**src/rtl/board_pkg.sv**
```systemverilog
`default_nettype none
// +------------------------------------------------------------------+
// | board_pkg: cell codes and arbiter state shared by the board RAM  |
// | arbiter and the color decoder.                                   |
// | Revision: 1.0                                                    |
// +------------------------------------------------------------------+
package board_pkg;

  localparam int CODE_W = 3;

  typedef enum logic [CODE_W-1:0] {
    EMPTY  = 3'b000,
    RED    = 3'b001,
    GREEN  = 3'b010,
    BLUE   = 3'b011,
    YELLOW = 3'b100
  } cell_code_e;

  typedef enum logic [0:0] {
    ST_IDLE  = 1'b0,
    ST_CLEAR = 1'b1
  } arb_state_e;

endpackage
`default_nettype wire

```
**src/rtl/pix_to_cell.sv**
```systemverilog
`default_nettype none
// +------------------------------------------------------------------+
// | pix_to_cell: maps a display pixel to a board cell address and    |
// | flags whether the pixel lies on the board.                       |
// | Revision: 1.0                                                    |
// +------------------------------------------------------------------+
module pix_to_cell #(
  parameter int COLS       = 8,
  parameter int ROWS       = 8,
  parameter int CELL_SHIFT = 4,
  parameter int ADDR_W     = 6
) (
  input  logic [9:0]        i_pix_x,
  input  logic [8:0]        i_pix_y,
  output logic [ADDR_W-1:0] o_addr,
  output logic              o_in_board
);

  logic [9:0] w_col;
  logic [8:0] w_row;

  assign w_col      = i_pix_x >> CELL_SHIFT;
  assign w_row      = i_pix_y >> CELL_SHIFT;
  assign o_in_board = (32'(w_col) < 32'(COLS)) && (32'(w_row) < 32'(ROWS));
  assign o_addr     = ADDR_W'(32'(w_row) * 32'(COLS) + 32'(w_col));

endmodule
`default_nettype wire

```
**src/rtl/board_arbiter.sv**
```systemverilog
`default_nettype none
// +------------------------------------------------------------------+
// | board_arbiter: shares the single-port board RAM between display  |
// | reads, game-logic writes and a board-clear sequencer.            |
// | Revision: 1.0                                                    |
// +------------------------------------------------------------------+
module board_arbiter
  import board_pkg::*;
#(
  parameter int COLS       = 8,
  parameter int ROWS       = 8,
  parameter int CELL_SHIFT = 4,
  parameter int ADDR_W     = 6
) (
  input  logic              clk,
  input  logic              reset_n,
  input  logic              pix_valid,
  input  logic [9:0]        pix_x,
  input  logic [8:0]        pix_y,
  output logic              pix_code_valid,
  output logic [CODE_W-1:0] pix_code,
  input  logic              wr_req,
  input  logic [ADDR_W-1:0] wr_addr,
  input  logic [CODE_W-1:0] wr_data,
  output logic              wr_ack,
  input  logic              board_clr,
  output logic              busy,
  output logic [ADDR_W-1:0] ram_addr,
  output logic              ram_we,
  output logic [CODE_W-1:0] ram_wdata,
  input  logic [CODE_W-1:0] ram_rdata
);

  localparam int                CELLS     = COLS * ROWS;
  localparam logic [ADDR_W-1:0] LAST_CELL = ADDR_W'(CELLS - 1);

  arb_state_e        r_state;
  arb_state_e        w_next_state;
  logic [ADDR_W-1:0] r_cnt;
  logic [ADDR_W-1:0] w_pix_addr;
  logic              w_in_board;
  logic              w_claim;
  logic              w_we;
  logic              w_ack;
  logic [ADDR_W-1:0] w_addr;
  logic [CODE_W-1:0] w_wdata;
  logic [ADDR_W-1:0] r_ram_addr;
  logic              r_ram_we;
  logic [CODE_W-1:0] r_ram_wdata;
  logic              r_wr_ack;
  logic              r_p1_valid;
  logic              r_p1_use;
  logic              r_p2_valid;
  logic              r_p2_use;
  logic              r_pix_code_valid;
  logic [CODE_W-1:0] r_pix_code;

  pix_to_cell #(
    .COLS       (COLS),
    .ROWS       (ROWS),
    .CELL_SHIFT (CELL_SHIFT),
    .ADDR_W     (ADDR_W)
  ) u_pix_to_cell (
    .i_pix_x    (pix_x),
    .i_pix_y    (pix_y),
    .o_addr     (w_pix_addr),
    .o_in_board (w_in_board)
  );

  assign w_claim = pix_valid && w_in_board;

  always_ff @(posedge clk or negedge reset_n) begin
    if (!reset_n) r_state <= ST_IDLE;
    else          r_state <= w_next_state;
  end

  always_comb begin
    w_next_state = r_state;
    case (r_state)
      ST_IDLE:  if (board_clr)          w_next_state = ST_CLEAR;
      ST_CLEAR: if (r_cnt == LAST_CELL) w_next_state = ST_IDLE;
      default:                          w_next_state = ST_IDLE;
    endcase
  end

  // Display always wins in IDLE; a write only takes a cycle the display leaves free.
  always_comb begin
    w_we    = 1'b0;
    w_ack   = 1'b0;
    w_addr  = r_ram_addr;
    w_wdata = r_ram_wdata;
    case (r_state)
      ST_IDLE: begin
        if (w_claim) begin
          w_addr = w_pix_addr;
        end else if (wr_req && !board_clr) begin
          w_we    = 1'b1;
          w_ack   = 1'b1;
          w_addr  = wr_addr;
          w_wdata = wr_data;
        end
      end
      ST_CLEAR: begin
        w_we    = 1'b1;
        w_addr  = r_cnt;
        w_wdata = EMPTY;
      end
      default: ;
    endcase
  end

  always_ff @(posedge clk or negedge reset_n) begin
    if (!reset_n) begin
      r_cnt       <= '0;
      r_ram_addr  <= '0;
      r_ram_we    <= 1'b0;
      r_ram_wdata <= '0;
      r_wr_ack    <= 1'b0;
    end else begin
      if (r_state == ST_IDLE && board_clr) r_cnt <= '0;
      else if (r_state == ST_CLEAR)        r_cnt <= (r_cnt == LAST_CELL) ? '0 : r_cnt + ADDR_W'(1);
      r_ram_addr  <= w_addr;
      r_ram_we    <= w_we;
      r_ram_wdata <= w_wdata;
      r_wr_ack    <= w_ack;
    end
  end

  // Two-stage flag pipeline lines up with the RAM's one-edge read latency.
  always_ff @(posedge clk or negedge reset_n) begin
    if (!reset_n) begin
      r_p1_valid       <= 1'b0;
      r_p1_use         <= 1'b0;
      r_p2_valid       <= 1'b0;
      r_p2_use         <= 1'b0;
      r_pix_code_valid <= 1'b0;
      r_pix_code       <= '0;
    end else begin
      r_p1_valid       <= pix_valid;
      r_p1_use         <= w_claim && (r_state == ST_IDLE);
      r_p2_valid       <= r_p1_valid;
      r_p2_use         <= r_p1_use;
      r_pix_code_valid <= r_p2_valid;
      r_pix_code       <= r_p2_use ? ram_rdata : EMPTY;
    end
  end

  assign pix_code_valid = r_pix_code_valid;
  assign pix_code       = r_pix_code;
  assign wr_ack         = r_wr_ack;
  assign busy           = (r_state == ST_CLEAR);
  assign ram_addr       = r_ram_addr;
  assign ram_we         = r_ram_we;
  assign ram_wdata      = r_ram_wdata;

endmodule
`default_nettype wire
```
**config.mk**
```make
export PLATFORM = sky130hd
export DESIGN_NAME = board_arbiter
export DESIGN_NICKNAME = d
export VERILOG_FILES = /design/src/rtl/board_pkg.sv /design/src/rtl/pix_to_cell.sv /design/src/rtl/board_arbiter.sv
export SDC_FILE = /design/constraint.sdc
export NUM_CORES = 1
export LEC_CHECK = 0
export CAP_MARGIN = 20
export CELL_PAD_IN_SITES_DETAIL_PLACEMENT = 1
export CELL_PAD_IN_SITES_GLOBAL_PLACEMENT = 1
export CORE_ASPECT_RATIO = 0.6
export CORE_MARGIN = 4
export CORE_UTILIZATION = 28
export CTS_CLUSTER_DIAMETER = 100
export CTS_CLUSTER_SIZE = 10
export DETAILED_ROUTE_END_ITERATION = 8
export PLACE_DENSITY = 0.85
export SLEW_MARGIN = 10
export SYNTH_ARGS = -nofsm -noshare
export SYNTH_HDL_FRONTEND = slang
export SYNTH_SLANG_ARGS = --single-unit
```
**constraint.sdc**
```tcl
create_clock -name clk -period 1.28 [get_ports clk]
set_clock_uncertainty 0.05 [all_clocks]
set_input_delay 0.256 -clock clk [delete_from_list [all_inputs] [get_ports clk]]
set_output_delay 0.256 -clock clk [all_outputs]
set_load 0.02 [all_outputs]
```
==> run summary <==
TritonCTS Buffers -> 3
Core box area -> 4120 um^2
Final GP Congestion -> 0.782
Slew headroom -> 77.6%
Final wirelength -> 4370 um
Failing checks -> negative setup slack
First-pass GRT wire length -> 6520 um
Net Count, Synth -> 150
Via count -> 1162
Worst-Skew Late Latency -> 270 ps
DR WL/cell -> 18.6 um
RSZ-0062 raised after global routing -> true
Max Freq -> 712 MHz
Critical Path RT -> 1390 ps
Die Y-Extent -> 58.8 um
H-tree Lvls -> 1
Element type at the critical path end -> flop
Final setup violation count -> 6
Arr. time, crit path -> 1510 ps
Num rows -> 18
Critical R2R Launch -> busy
CP top delay family -> simple AND/OR/NAND/NOR gates
Post-synthesis cell count -> 111
Final worst slack -> -124 ps
Initial detailed-routing violation count -> 29
CTS tree -> built
Total negative slack -> -442 ps
Syn-to-layout area delta -> 69.3%
First drt pass iteration count -> 4
Leakage -> 0.907 nW
WL met2 -> 2200 um
WP buf/inv -> 3
Syn Area/Cell -> 10.8 um^2
Share of layout cells above drive strength 1 -> 35.4%
CP max FO -> 6
Minimum clock period -> 1400 ps
Die Area -> 5440 um^2
Vias in the first global route -> 1282
Initial antenna violation count -> 0
Worst min path class -> input pin to asynchronous set/reset pin
Pins Over Slew Limit -> 0
Least-Margin Pin Slew -> 334 ps
Clock buffer depth -> 2
Count of hold-fix buffers inserted at cts -> 0
Startpoint Class -> input pin
Main synth FF type -> dfrtp_1
Die X -> 92.6 um
Cell Chain, Critical Path -> buf_6 -> buf_6 -> or4_4 -> buf_6 -> o41ai_2 -> a31oi_1
PortBufs -> 43
Syn Std Cell Area -> 1200 um^2
Via/cell ratio -> 4.94
Wl on met1 -> 1880 um
Fin Hold WS -> 281 ps
Global route overflow -> 0
Final worst path period share -> 110%
Kind of critical path -> input pin to flop
Initial cell density of the core -> 29.2%
GR Util All Layers -> 15.6%
Post-DP HPWL -> 2960 um
CTS root buffer -> clkbuf_8
Synth Warn # -> 0
Post-synth ARST share -> 100%
CP dominant cell by count -> buf_6
Status -> finished, violations left
Top routing layer used -> met4
FF+latch count, synth -> 26
EDFF count, synth -> 0
Number of library cell types mapped by synthesis -> 30
CP max stage delay -> 610 ps
Diode count -> 0
RR Endpoint -> ram_addr[3]
Reg2reg path depth -> 4
Nets -> 216
R2R setup slack -> -70 ps
Seq/Total Area, Yosys -> 54.1%
Residual DRC count -> 0
Number of max-cap violations -> 0
Clock-pin slew on the worst setup and hold paths -> 90 ps
Largest net degree at the start of global routing -> 27
Final antenna-violating net count -> 0
Ports -> 52
DR WL met3 -> 245 um
Clock Sink Count -> 26
Endpoints failing hold -> 0
Worst vdd ir -> 0.000536 V
Total power divided by cell area -> 1550 nW/um^2
Slowest cell on the critical path -> or4_4
what timing repair did:
item / CTS / global route
gates resized for setup: 66 / 31
gates cloned: 0 / 1
pin swaps: 14 / 10
buffers inserted: 5 / 5
hold endpoints to repair: 0 / 0
endpoints found under the setup margin: 33 / 28
stage by stage:
stage	power [W]	util (%)	std cells	setup slack (ps)	cell area, um^2
finish	0.00316	49.4	235	-124	2040
detailed placement	0.00244	44.0	221	-710	1810
CTS	0.00299	47.3	229	-65.0	1950
global route	0.00337	49.4	235	-149	2040
global placement	0.00235	44.0	221	-646	1810
floorplan	0.00186	-	111	-143	1240
layout by cell type (no fill, tap or decap), types with 4 or more instances in the layout:
| cell type | n |
|---|---|
| dfrtp_1 | 25 |
| clkdlybuf4s50_1 | 17 |
| buf_4 | 14 |
| nand2_1 | 10 |
| clkbuf_2 | 9 |
| mux2i_1 | 8 |
| clkdlybuf4s15_1 | 8 |
| buf_6 | 7 |
| nand2b_1 | 6 |
| a31oi_1 | 5 |
| dlygate4sd2_1 | 5 |
| nor2_1 | 4 |
where the power goes:
group	internal, W	switching, W	leakage [nW]
clock	0.000211	0.000258	0.0216
sequential	0.00103	0.000187	0.322
combinational	0.000747	0.000733	0.563
logic make-up after synthesis:
family,synth area share (%)
and+or+nand+nor,15.6
DFF,54.1
AOI/OAI and AO/OA,14.5
buffers and inverters,3.02
muxes,7.60
adders and majority gates,3.75
xor gates and xnor gates,1.46
worst max-delay path by stage:
stage	end	startpoint	cells past startpoint	slack (ps)
finish	ram_addr[1]	pix_x[7]	6	-120
global route	ram_addr[2]	pix_x[7]	5	-150
floorplan	ram_addr[4]	pix_x[7]	4	-140
global placement	ram_addr[4]	pix_x[7]	5	-650
CTS	ram_addr[4]	pix_x[7]	5	-60
detailed placement	ram_addr[4]	pix_x[7]	5	-710
cell type report:
| cell class | instances | area, um^2 |
|---|---|---|
| Inverter | 4 | 18.8 |
| Timing Repair Buffer | 66 | 603 |
| Tap cell | 60 | 75.1 |
| Fill cell | 453 | 2090 |
| Multi-Input combinational cell | 76 | 646 |
| Clock buffer | 3 | 41.3 |
| Sequential cell | 26 | 652 |
Yosys cell counts, types with 3 or more instances:
library cell	count	area share, %
nor2_1	7	2.2
nand2_1	11	3.4
and2_1	3	1.6
a21oi_1	5	2.1
mux2i_1	8	6.7
dfrtp_1	26	54
inv_1	4	1.2
o41ai_1	5	3.6
nand2b_1	8	4.2
clkbuf_1	3	0.94
a31oi_1	5	2.6
per-layer routing:
metal | track usage, % | up-vias
li1 | - | 530
met1 | 18.7 | 582
met2 | 28.5 | 44
met3 | 5.24 | 6
met4 | 1.48 | 0
met5 | 0 | -
registers in the layout (all words and copies together), names as in the netlist:
signal / count
busy: 1
pix_code: 3
pix_code_valid: 1
r_cnt: 6
r_p1_use: 1
r_p1_valid: 1
r_p2_use: 1
r_p2_valid: 1
ram_addr: 6
ram_wdata: 3
ram_we: 1
wr_ack: 1
worst reg2reg max path, stage by stage (launching register included):
cell	delay [ps]
dfrtp_2	440
buf_4	150
clkbuf_16	160
o41ai_1	360
a31oi_1	70
(Power assumes the default switching activity.)
